[config.mk]
export PLATFORM = sky130hd
export DESIGN_NAME = sbus_sram_bridge_flat
export DESIGN_NICKNAME = d
export VERILOG_FILES = /design/src/rtl/sbus_sram_bridge_if.sv /design/src/rtl/sbus_sram_bridge.sv /design/src/flat_wrapper.sv
export SDC_FILE = /design/constraint.sdc
export NUM_CORES = 1
export LEC_CHECK = 0
export CAP_MARGIN = 20
export CORE_AREA = 2 2 107 109
export CTS_CLUSTER_DIAMETER = 120
export DETAILED_ROUTE_END_ITERATION = 6
export DIE_AREA = 0 0 109 111
export GPL_TIMING_DRIVEN = 0
export PLACE_DENSITY_LB_ADDON = 0.12
export SYNTH_ARGS = -nofsm -noshare
export SYNTH_HDL_FRONTEND = slang
export SYNTH_SLANG_ARGS = --single-unit
[constraint.sdc]
create_clock -name clk -period 1.5 [get_ports clk]
set_input_delay 0.225 -clock clk [delete_from_list [all_inputs] [get_ports clk]]
set_output_delay 0.225 -clock clk [all_outputs]
set_load 0.005 [all_outputs]
[src/rtl/sbus_sram_bridge_if.sv]
// Signal bundle between an sbus master, the sbus-to-SRAM bridge and an SRAM-like slave.
// The slave modport is the bridge's view; the master modport is the surrounding system's view.
interface sbus_sram_bridge_if;
  logic        s_en;
  logic        s_we;
  logic [1:0]  s_size;
  logic [31:0] s_addr;
  logic [31:0] s_data_w;
  logic [31:0] s_data_r;
  logic        s_stall;
  logic        m_req;
  logic        m_wr;
  logic [1:0]  m_size;
  logic [31:0] m_addr;
  logic [31:0] m_wdata;
  logic        m_addr_ok;
  logic        m_data_ok;
  logic [31:0] m_rdata;

  modport slave (
    input  s_en, s_we, s_size, s_addr, s_data_w, m_addr_ok, m_data_ok, m_rdata,
    output s_data_r, s_stall, m_req, m_wr, m_size, m_addr, m_wdata
  );

  modport master (
    output s_en, s_we, s_size, s_addr, s_data_w, m_addr_ok, m_data_ok, m_rdata,
    input  s_data_r, s_stall, m_req, m_wr, m_size, m_addr, m_wdata
  );
endinterface

[src/rtl/sbus_sram_bridge.sv]
// Bridges a stalling sbus master onto an SRAM-like addr_ok/data_ok slave, one transaction
// at a time: IDLE latches the request, REQ handshakes the address, WAIT collects the data.
module sbus_sram_bridge #(
  parameter logic [31:0] PHYS_MASK = 32'h1FFF_FFFF
) (
  input logic           clk,
  input logic           resetn,
  sbus_sram_bridge_if.slave bus
);

  typedef enum logic [1:0] {StIdle, StReq, StWait, StDone} state_e;

  state_e      state_q, state_d;
  logic        we_q, we_d;
  logic [1:0]  size_q, size_d;
  logic [31:0] addr_q, addr_d;
  logic [31:0] wdata_q, wdata_d;
  logic [31:0] rdata_q, rdata_d;

  always_ff @(posedge clk) begin
    if (!resetn) begin
      state_q <= StIdle;
      we_q    <= 1'b0;
      size_q  <= 2'd0;
      addr_q  <= 32'd0;
      wdata_q <= 32'd0;
      rdata_q <= 32'd0;
    end else begin
      state_q <= state_d;
      we_q    <= we_d;
      size_q  <= size_d;
      addr_q  <= addr_d;
      wdata_q <= wdata_d;
      rdata_q <= rdata_d;
    end
  end

  always_comb begin
    state_d = state_q;
    we_d    = we_q;
    size_d  = size_q;
    addr_d  = addr_q;
    wdata_d = wdata_q;
    rdata_d = rdata_q;
    unique case (state_q)
      StIdle: begin
        if (bus.s_en) begin
          we_d    = bus.s_we;
          // Size 3 is not a legal SRAM size; fold it onto word.
          size_d  = (bus.s_size == 2'd3) ? 2'd2 : bus.s_size;
          addr_d  = bus.s_addr & PHYS_MASK;
          wdata_d = bus.s_data_w;
          state_d = StReq;
        end
      end
      StReq: begin
        if (bus.m_addr_ok) state_d = StWait;
      end
      StWait: begin
        if (bus.m_data_ok) begin
          state_d = StDone;
          if (!we_q) rdata_d = bus.m_rdata;
        end
      end
      StDone: state_d = StIdle;
      default: state_d = StIdle;
    endcase
  end

  // Request fields come straight from the latched copy, so they stay stable while m_req waits.
  assign bus.m_req    = (state_q == StReq);
  assign bus.m_wr     = we_q;
  assign bus.m_size   = size_q;
  assign bus.m_addr   = addr_q;
  assign bus.m_wdata  = wdata_q;
  assign bus.s_data_r = rdata_q;
  assign bus.s_stall  = bus.s_en & (state_q != StDone);

endmodule
[src/flat_wrapper.sv]
// flat-port wrapper written by rule: the top's interface ports become plain ports
module sbus_sram_bridge_flat 
#(
  parameter logic [31:0] PHYS_MASK = 32'h1FFF_FFFF
)
  (clk, resetn, bus_s_en, bus_s_we, bus_s_size, bus_s_addr, bus_s_data_w, bus_m_addr_ok, bus_m_data_ok, bus_m_rdata, bus_s_data_r, bus_s_stall, bus_m_req, bus_m_wr, bus_m_size, bus_m_addr, bus_m_wdata);
  sbus_sram_bridge_if bus_i ();
  input logic clk;
  input logic resetn;
  input wire logic [$bits(bus_i.s_en)-1:0] bus_s_en;
  input wire logic [$bits(bus_i.s_we)-1:0] bus_s_we;
  input wire logic [$bits(bus_i.s_size)-1:0] bus_s_size;
  input wire logic [$bits(bus_i.s_addr)-1:0] bus_s_addr;
  input wire logic [$bits(bus_i.s_data_w)-1:0] bus_s_data_w;
  input wire logic [$bits(bus_i.m_addr_ok)-1:0] bus_m_addr_ok;
  input wire logic [$bits(bus_i.m_data_ok)-1:0] bus_m_data_ok;
  input wire logic [$bits(bus_i.m_rdata)-1:0] bus_m_rdata;
  output wire logic [$bits(bus_i.s_data_r)-1:0] bus_s_data_r;
  output wire logic [$bits(bus_i.s_stall)-1:0] bus_s_stall;
  output wire logic [$bits(bus_i.m_req)-1:0] bus_m_req;
  output wire logic [$bits(bus_i.m_wr)-1:0] bus_m_wr;
  output wire logic [$bits(bus_i.m_size)-1:0] bus_m_size;
  output wire logic [$bits(bus_i.m_addr)-1:0] bus_m_addr;
  output wire logic [$bits(bus_i.m_wdata)-1:0] bus_m_wdata;
  assign bus_i.s_en = bus_s_en;
  assign bus_i.s_we = bus_s_we;
  assign bus_i.s_size = bus_s_size;
  assign bus_i.s_addr = bus_s_addr;
  assign bus_i.s_data_w = bus_s_data_w;
  assign bus_i.m_addr_ok = bus_m_addr_ok;
  assign bus_i.m_data_ok = bus_m_data_ok;
  assign bus_i.m_rdata = bus_m_rdata;
  assign bus_s_data_r = bus_i.s_data_r;
  assign bus_s_stall = bus_i.s_stall;
  assign bus_m_req = bus_i.m_req;
  assign bus_m_wr = bus_i.m_wr;
  assign bus_m_size = bus_i.m_size;
  assign bus_m_addr = bus_i.m_addr;
  assign bus_m_wdata = bus_i.m_wdata;
  sbus_sram_bridge #(.PHYS_MASK(PHYS_MASK)) u_core (.clk(clk), .resetn(resetn), .bus(bus_i));
endmodule
==> impl.org, run 1 <==
** Clock tree
- CTS clock-pin slew for the worst setup and hold paths :: around 0.06 ns
- Buffers inserted during clock tree synthesis total 9.
- CTS placed an instance of clkbuf_16 at the clock tree root.
- The number of hold buffers added after CTS was 0.
- Clock latency reported for the late side of the worst-skew pair :: 0.34 ns
- The clock net in this run drives a total of 98 sinks.
- CTS H-Tree Depth :: 3
- TritonCTS built the clock tree.
- Number of buffers on the longest clock path :: 2

** Die
- Die width :: 109 um
- Initial core utilization :: between 30 and 40%
- The floorplan step defined a die boundary enclosing between 0.01 and 0.015 mm^2.
- Vertical extent of the die :: approximately 110 um
- Core area :: between 0.01 and 0.015 mm^2
- The initialized floorplan defines 39 standard-cell rows.
- Io pins :: 205

** Yosys
- Synthesized cell area :: 0.00376 mm^2
- Synthesized area divided by synthesized cell count :: approximately 8.5 um^2
- Largest cells by area after synthesis :: dfxtp_1, nand2_1, a21boi_0
- After synthesis the netlist holds a flip-flop and latch count of 98.
- The share of synthesized area in the top cell type comes to between 50 and 60%.
- Of all cell types, the one taking the most synthesized area is dfxtp_1.
- For this run, the number of Yosys warnings is 0.
- Distinct cell type count of the synthesized netlist :: 18
- Sequential cell area fraction in the yosys report :: around 52%
- Synthesis produced a netlist whose cell count is 443.

** Worst setup path
- STA puts the critical path data arrival time at ~1.2 ns.
- Along the worst path, the maximum fanout reaches 4.
- Startpoint kind of the worst setup timing path :: register
- Critical Setup Path Class :: register to primary output
- Data on the critical path is required at its endpoint by approximately 1.3 ns.
- Critical path capture point type :: primary output

** Global route
- Overall fraction of global-route tracks in use :: approximately 18%
- First-pass GRT wire length :: roughly 17000 um
- Global routing finished with a remaining overflow of 0.
- The number of antenna violations at the first check in global routing was 0.
- The via count of the first global-routing pass is between 3000 and 4000.
- Entering global routing, the biggest net connects 15 pins.

** Layout
- Final #Nets :: 765
- Sequential cell area :: slightly below 0.002 mm^2
- Antenna Diode Count :: 0
- Fraction of final layout cells with drive strength greater than 1 :: under 10%
- The area growth from synthesis to layout is 67.7%.
- The filler cells instantiated in the layout total ~1100.
- In the final layout, the multi-input gates occupy between 0.0015 and 0.002 mm^2.
- After routing the design area is roughly 0.0063 mm^2.

** Power and ir drop
- Design internal power :: around 0.006 W
- VDD IR max :: 0.560 mV
- Sum of internal, switching and leakage power :: around 0.008 W
- P_sw :: between 0.002 and 0.0025 W
- Power density over the cells :: around 1300 mW/mm^2
- In this run, the combinational gates consume between 30% and 40% of the power.
- Sequential cells account for 39.5% of the total power.
- Static leakage :: about 2.3 nW
- Clock group share of total power :: around 27%
- Switching power share of the total :: 28.3%

** Place
- Post-detail-place hpwl :: around 7900 um
- Once placement finished, the instance area stood at about 0.006 mm^2.
- Routability-driven placement finished with a final weighted congestion of 0.721.
- The count of buffers added on input and output ports is slightly below 200.

** Drt
- Wires add up to between 10000 and 15000 um.
- DRT iter0 DRCs :: 120
- Via-to-Cell Ratio :: 4.37
- Dividing the detail-routed wire length by the instance count gives 13.2 um.
- Antenna viol nets, final :: 0
- Drt drc :: 0
- Length of the first detailed-routing pass in iterations :: 4
- Across all layers, the routed design uses ~3500 vias.

** Run status
- Outcome :: finished, final reports clean

** Timing
- The final-report hold violation count came to 0.
- Max Clock Skew :: between 0.003 and 0.004 ns
- Max Clock Freq :: about 690 MHz
- # setup viols final :: 0
- The final number of max-transition violations came to 0.
- The worst path uses a little over nine tenths of the clock period.
- The clock period could shrink to 1.44 ns.
- Unrepaired setup endpoints after global routing :: yes
- Hold timing on the final database bottoms out at a slack of 0.436 ns.

** Job
- The tool flagged a number of max-cap violations equal to 0.

** Hold path
- Worst Hold Class :: input port to register
==> cells by family (layout without fill, tap and decap cells) <==
group	count (synthesis)	count (layout)	synth area share, %
AND/OR/NAND/NOR	200	200	20.4
AO/OA/AOI/OAI	98	98	19.6
flip-flops	98	98	52.2
buffers and inverters	39	254	5.56
adder cells (fa/ha/maj)	5	5	1.66
multiplexers	2	2	0.533
other	1	3	0.0998
==> final timing paths <==
path | start | cells after the start | slack, ns | endpoint
setup / recovery | u_core.state_q[1] | 3 | 0.06 | bus_m_req
hold / removal | bus_m_rdata[20] | 3 | 0.44 | u_core.bus.s_data_r[20]
setup reg to reg | u_core.state_q[0] | 7 | 0.08 | u_core.bus.m_addr[25]
hold reg to reg | u_core.bus.m_addr[20] | 2 | 0.45 | u_core.bus.m_addr[20]
==> final cells by class <==
| type | instances | share of cell area, % |
|---|---|---|
| timing repair buffer | 200 | 31.6 |
| inverter | 5 | 0.298 |
| sequential | 98 | 31.2 |
| buffer | 34 | 4.01 |
| multi-input combinational | 308 | 25.5 |
| clock inverter | 3 | 0.635 |
| tap | 143 | 2.84 |
| clock buffer | 12 | 3.91 |
==> cells in the mapped netlist <==
cell / number
and3b_1: 1
conb_1: 1
nand3b_1: 2
nand2_1: 195
inv_1: 4
o21ai_0: 1
clkbuf_1: 10
mux2i_1: 2
inv_2: 1
ha_1: 5
a21boi_1: 5
nor2_1: 1
a222oi_1: 1
a21boi_0: 91
and2_1: 1
buf_4: 13
dfxtp_1: 98
buf_2: 11
==> per-stage QoR <==
stage | setup WS [ns] | setup TNS, ns | util, % | std cells
2_1_floorplan | 0.116 | 0 | - | 445
3_3_place_gp | -0.144 | -7.97 | 53.4 | 785
3_5_place_dp | -0.201 | -9.52 | 53.4 | 785
4_1_cts | 0.00250 | 0 | 56.3 | 802
5_1_grt | -0.0209 | -0.119 | 56.9 | 803
6_report | 0.0604 | 0 | 56.9 | 803
==> routing by layer <==
metal | up-vias | track usage, % | routed length [um]
met5 | - | 0 | 0
met4 | 0 | 5.13 | 122
met3 | 11 | 6.35 | 867
met2 | 110 | 28.5 | 5000
met1 | 1559 | 21.8 | 4590
li1 | 1827 | - | -
==> power by group through the flow <==
stage                     combinational, W  clock (W)  sequential [W]
after global placement             0.00250          0         0.00327
after floorplan                    0.00111          0         0.00331
after global routing               0.00300    0.00245         0.00330
after CTS                          0.00263    0.00232         0.00324
final                              0.00272    0.00224         0.00324
after detailed placement           0.00255          0         0.00329
==> what timing repair did <==
| action | CTS | global route |
|---|---|---|
| setup buffers | 2 | 0 |
| gates cloned | 0 | 1 |
| setup endpoints to repair | 78 | 86 |
| pin swaps | 2 | 2 |
| resized for setup | 13 | 25 |
==> flip-flops by register name, indices dropped and copies added (netlist names) <==
register             count
u_core.bus.s_data_r     32
u_core.bus.m_size        2
u_core.bus.m_addr       29
u_core.bus.m_wr          1
u_core.bus.m_wdata      32
u_core.state_q           2
==> worst max-delay path, stage by stage, from the launching register on <==
cell and delay (ns):
dfxtp_2 0.36, inv_2 0.06, ha_1 0.19, dlygate4sd2_1 0.27
==> cell usage in the layout, fill, tap and decap left out, types with 2 or more instances in the layout <==
master,netlist,layout
a21boi_0,91,86
a21boi_1,5,10
buf_4,13,14
buf_6,0,10
clkbuf_1,10,12
clkbuf_16,0,9
clkbuf_4,0,2
clkdlybuf4s50_1,0,195
clkinv_2,0,2
conb_1,1,3
dfxtp_1,98,95
dfxtp_2,0,3
dlygate4sd2_1,0,2
ha_1,5,3
ha_2,0,2
inv_1,4,3
inv_2,1,2
mux2i_1,2,2
nand2_1,195,194
nand3b_1,2,2
No activity file was read; power rests on OpenSTA's default activity.
==> inputs of run 2 (changes only) <==
--- a/config.mk
+++ b/config.mk
@@ -5,6 +5,7 @@
 export SDC_FILE = /design/constraint.sdc
 export NUM_CORES = 1
 export LEC_CHECK = 0
+export ABC_CLOCK_PERIOD_IN_PS = 1500
 export CAP_MARGIN = 20
 export CORE_AREA = 2 2 107 109
 export CTS_CLUSTER_DIAMETER = 120
==> results of run 2 <==
The final DEF is identical to that of run 1; final timing and power are the same.
==> inputs of run 3 (changes only) <==
--- a/config.mk
+++ b/config.mk
@@ -7,12 +7,14 @@
 export LEC_CHECK = 0
 export ABC_CLOCK_PERIOD_IN_PS = 1500
 export CAP_MARGIN = 20
-export CORE_AREA = 2 2 107 109
+export CORE_AREA = 2 2 82 143
 export CTS_CLUSTER_DIAMETER = 120
 export DETAILED_ROUTE_END_ITERATION = 6
-export DIE_AREA = 0 0 109 111
+export DIE_AREA = 0 0 84 145
 export GPL_TIMING_DRIVEN = 0
 export PLACE_DENSITY_LB_ADDON = 0.12
+export SETUP_SLACK_MARGIN = 0.5
+export SLEW_MARGIN = 20
 export SYNTH_ARGS = -nofsm -noshare
 export SYNTH_HDL_FRONTEND = slang
 export SYNTH_SLANG_ARGS = --single-unit
==> impl.org, run 3 (synthesis gave the netlist of run 1 again) <==
** Timing
- The worst clock skew was 0.00772 ns (was 0.00334 ns).
- Minimum period implied by the final worst setup slack :: 1.48 ns (was 1.44 ns)
- Fin. Hold Viols :: 0 (unchanged)
- Max Clock Freq :: 677 MHz (was 695 MHz)
- The accumulated negative setup slack was 0 ns (unchanged).
- # setup viols final :: 0 (unchanged)
- The final number of max-transition violations was 0 (unchanged).
- Unrepaired setup endpoints after global routing: yes (unchanged).
- The ratio of final minimum period to clock period came to 98.4% (was 96.0%).

** Layout
- The utilization of the core after routing was 67.4% (was 56.9%).
- Fillers :: 883 (was 1081)
- The sequential cell area in the final layout is 0.00209 mm^2 (was 0.00197 mm^2).
- Antenna Diode Count :: 0 (unchanged)
- Area overhead of the layout relative to synthesis :: 98.1% (was 67.7%)
- Total non-filler cell area in the finished layout :: 0.00744 mm^2 (was 0.00630 mm^2)
- Fraction of final layout cells with drive strength greater than 1 :: 59.1% (was 7.42%)
- Area used by multi-input combinational logic :: 0.00221 mm^2 (was 0.00161 mm^2)
- Most common library cell in the layout ignoring fill and taps :: clkdlybuf4s50_1 (unchanged)
- The total number of nets in the final design is 800 (was 765).
- Top library cells by usage in the layout, fill and taps aside: clkdlybuf4s50_1, nand2_1, dfxtp_2, buf_6, a21boi_1 (was clkdlybuf4s50_1, nand2_1, dfxtp_1, a21boi_0, buf_4).

** Run status
- Outcome :: finished, final reports clean (unchanged)

** Place
- The port buffer count came to 197 (unchanged).
- The routability congestion estimate from global placement was 0.773 (was 0.721).
- Post-DP Area :: 0.00598 mm^2 (was 0.00592 mm^2)
- The estimated wirelength of the detail-placed design is 8530 um (was 7870 um).

** Power and ir drop
- Static leakage :: 3.20 nW (was 2.33 nW)
- VDD IR max :: 0.740 mV (was 0.560 mV)
- The total power density per cell area is 1350 mW/mm^2 (was 1300 mW/mm^2).

** Clock tree
- The maximum root-to-sink buffer count was 2 (unchanged).
- Total of hold buffers inserted after clock tree synthesis :: 0 (unchanged)
- TritonCTS clock tree :: yes (unchanged)
- Cts bufs inserted :: 9 (unchanged)
- The library cell used as clock root buffer is clkbuf_16 (unchanged).
- The clock network latency to the later pin of the worst-skew pair was 0.35 ns (was 0.34 ns).
- The H-tree depth reported by CTS came to 3 (unchanged).
- CTS sink count :: 98 (unchanged)
- The clock slew seen by the registers of the worst setup and hold paths came to 0.07 ns (was 0.06 ns).

** Drt
- The total wire length after detailed routing was 12900 um (was 10600 um).
- Vias :: 3834 (was 3507)
- The detailed-route wire length per cell is 15.6 um (was 13.2 um).
- DRT iter0 DRCs :: 87 (was 120)
- Drt drc :: 0 (unchanged)
- Via-to-Cell Ratio :: 4.64 (was 4.37)
- Length of the first detailed-routing pass in iterations :: 4 (unchanged)
- Antenna viol nets, final :: 0 (unchanged)

** Hold path
- The cell count of the worst hold path was 3 (unchanged).
- The origin of the worst min-delay path is bus_m_rdata[14] (was bus_m_rdata[20]).
- The type of the worst min-delay path is input port to register (unchanged).
- Terminating pin of the worst hold path :: u_core.bus.s_data_r[14] (was u_core.bus.s_data_r[20])

** Worst setup path
- Depth of the worst register-to-register path :: 8 (was 7)
- Critical path fanouts, max :: 10 (was 4)
- Worst reg2reg path endpoint :: u_core.bus.s_data_r[0] (was u_core.bus.m_addr[25])
- Startpoint kind of the worst setup timing path :: register (unchanged)
- The critical path data arrival time is 1.75 ns (was 1.21 ns).
- Worst path required time :: 1.77 ns (was 1.27 ns)
- The start of the worst register-to-register path is u_core.state_q[0] (unchanged).
- Register-to-register path setup slack :: 0.02 ns (was 0.08 ns)
- Critical path capture point type :: register (was primary output)
- Critical Setup Path Class :: register to register (was register to primary output)

** Die
- The core footprint was 0.0110 mm^2 (was 0.0111 mm^2).
- Initial core utilization :: 34.0% (was 33.9%)
- The floorplan die height is 145 um (was 111 um).
- The boundary pin count came to 205 (unchanged).
- The floorplan die width came to 84 um (was 109 um).
- The number of rows created at floorplan came to 51 (was 39).
- Die Outline Area :: 0.0122 mm^2 (was 0.0121 mm^2)

** Global route
- Overall fraction of global-route tracks in use :: 19.3% (was 17.6%)
- Number of antenna violations at the first check in global routing :: 0 (unchanged)
- The pin count of the biggest net entering global routing was 16 (was 15).
- Overall overflow remaining after global route :: 0 (unchanged)
- The wire length of the first global-routing pass is 18700 um (was 16800 um).
- The via count of the first global-routing pass was 3805 (was 3414).

** Job
- Reported max-cap violation count :: 0 (unchanged)
## run 3: cell types whose count changed in the layout (fill, tap and decap cells not counted), moves of 42 or more
cell             before  now
dfxtp_1              95    0
a21boi_0             86    4
buf_6                10   76
nand2_2               0   55
a21boi_1             10   57
nand2_1             194   97
buf_2                 1   43
dfxtp_2               3   94
nand2_4               1   43
clkdlybuf4s50_1     195   99
## run 3: critical path: stages, from the launching register on
cell and delay (ns):
dfxtp_4 0.37, inv_4 0.05, ha_4 0.16, buf_4 0.12
nand3b_1 0.19, buf_6 0.15, buf_12 0.15, nand2_2 0.05
a21boi_1 0.15
## run 3: area by class of cell
type,instances,area share (%)
Buffer,34,4.49
Clock buffer,11,3.26
Clock inverter,4,1.03
Inverter,5,0.319
Multi-Input combinational cell,308,29.7
Sequential cell,98,28.1
Tap cell,132,2.22
Timing Repair Buffer,235,30.8
## run 3: worst max-delay path by stage
stage / from / end / slack [ns] / cells after the start
after floorplan: u_core.state_q[0] / u_core.state_q[0] / 0.21 / 4
after global placement: bus_s_en / bus_s_stall / -0.18 / 4
after detailed placement: bus_s_en / bus_s_stall / -0.16 / 4
after CTS: u_core.state_q[1] / u_core.bus.m_addr[8] / 0.11 / 8
after global routing: u_core.state_q[0] / u_core.bus.s_data_r[0] / -0.06 / 8
final: u_core.state_q[0] / u_core.bus.s_data_r[0] / 0.02 / 8
## run 3: power breakdown
part | leakage [nW] | switching (W) | internal [W]
clock network | 0.152 | 0.000979 | 0.00150
logic | 2.20 | 0.00183 | 0.00237
registers | 0.844 | 0.000291 | 0.00311
## run 3: timing repair
item | CTS | global route
endpoints found under the setup margin | 196 | 196
buffers inserted | 12 | 15
endpoints found under the hold margin | 0 | 0
cloned | 3 | 8
pin swaps | 13 | 97
resized for setup | 575 | 254
## run 3: stage by stage
| stage | std cells | worst slack (ns) | hold WS (ns) | total power (W) |
|---|---|---|---|---|
| after floorplan | 445 | 0.205 | 0.367 | 0.00458 |
| after global placement | 774 | -0.176 | 0.440 | 0.00595 |
| after detailed placement | 774 | -0.162 | 0.447 | 0.00602 |
| after CTS | 804 | 0.115 | 0.411 | 0.00894 |
| after global routing | 827 | -0.0632 | 0.414 | 0.0106 |
| final | 827 | 0.0235 | 0.420 | 0.0101 |
## run 3: layer usage
layer / GRT usage [%] / vias up / routed length [um]
li1: - / 1907 / -
met1: 19.4 / 1780 / 4430
met2: 36.5 / 133 / 7430
met3: 6.09 / 14 / 784
met4: 6.45 / 0 / 234
met5: 0 / - / 0
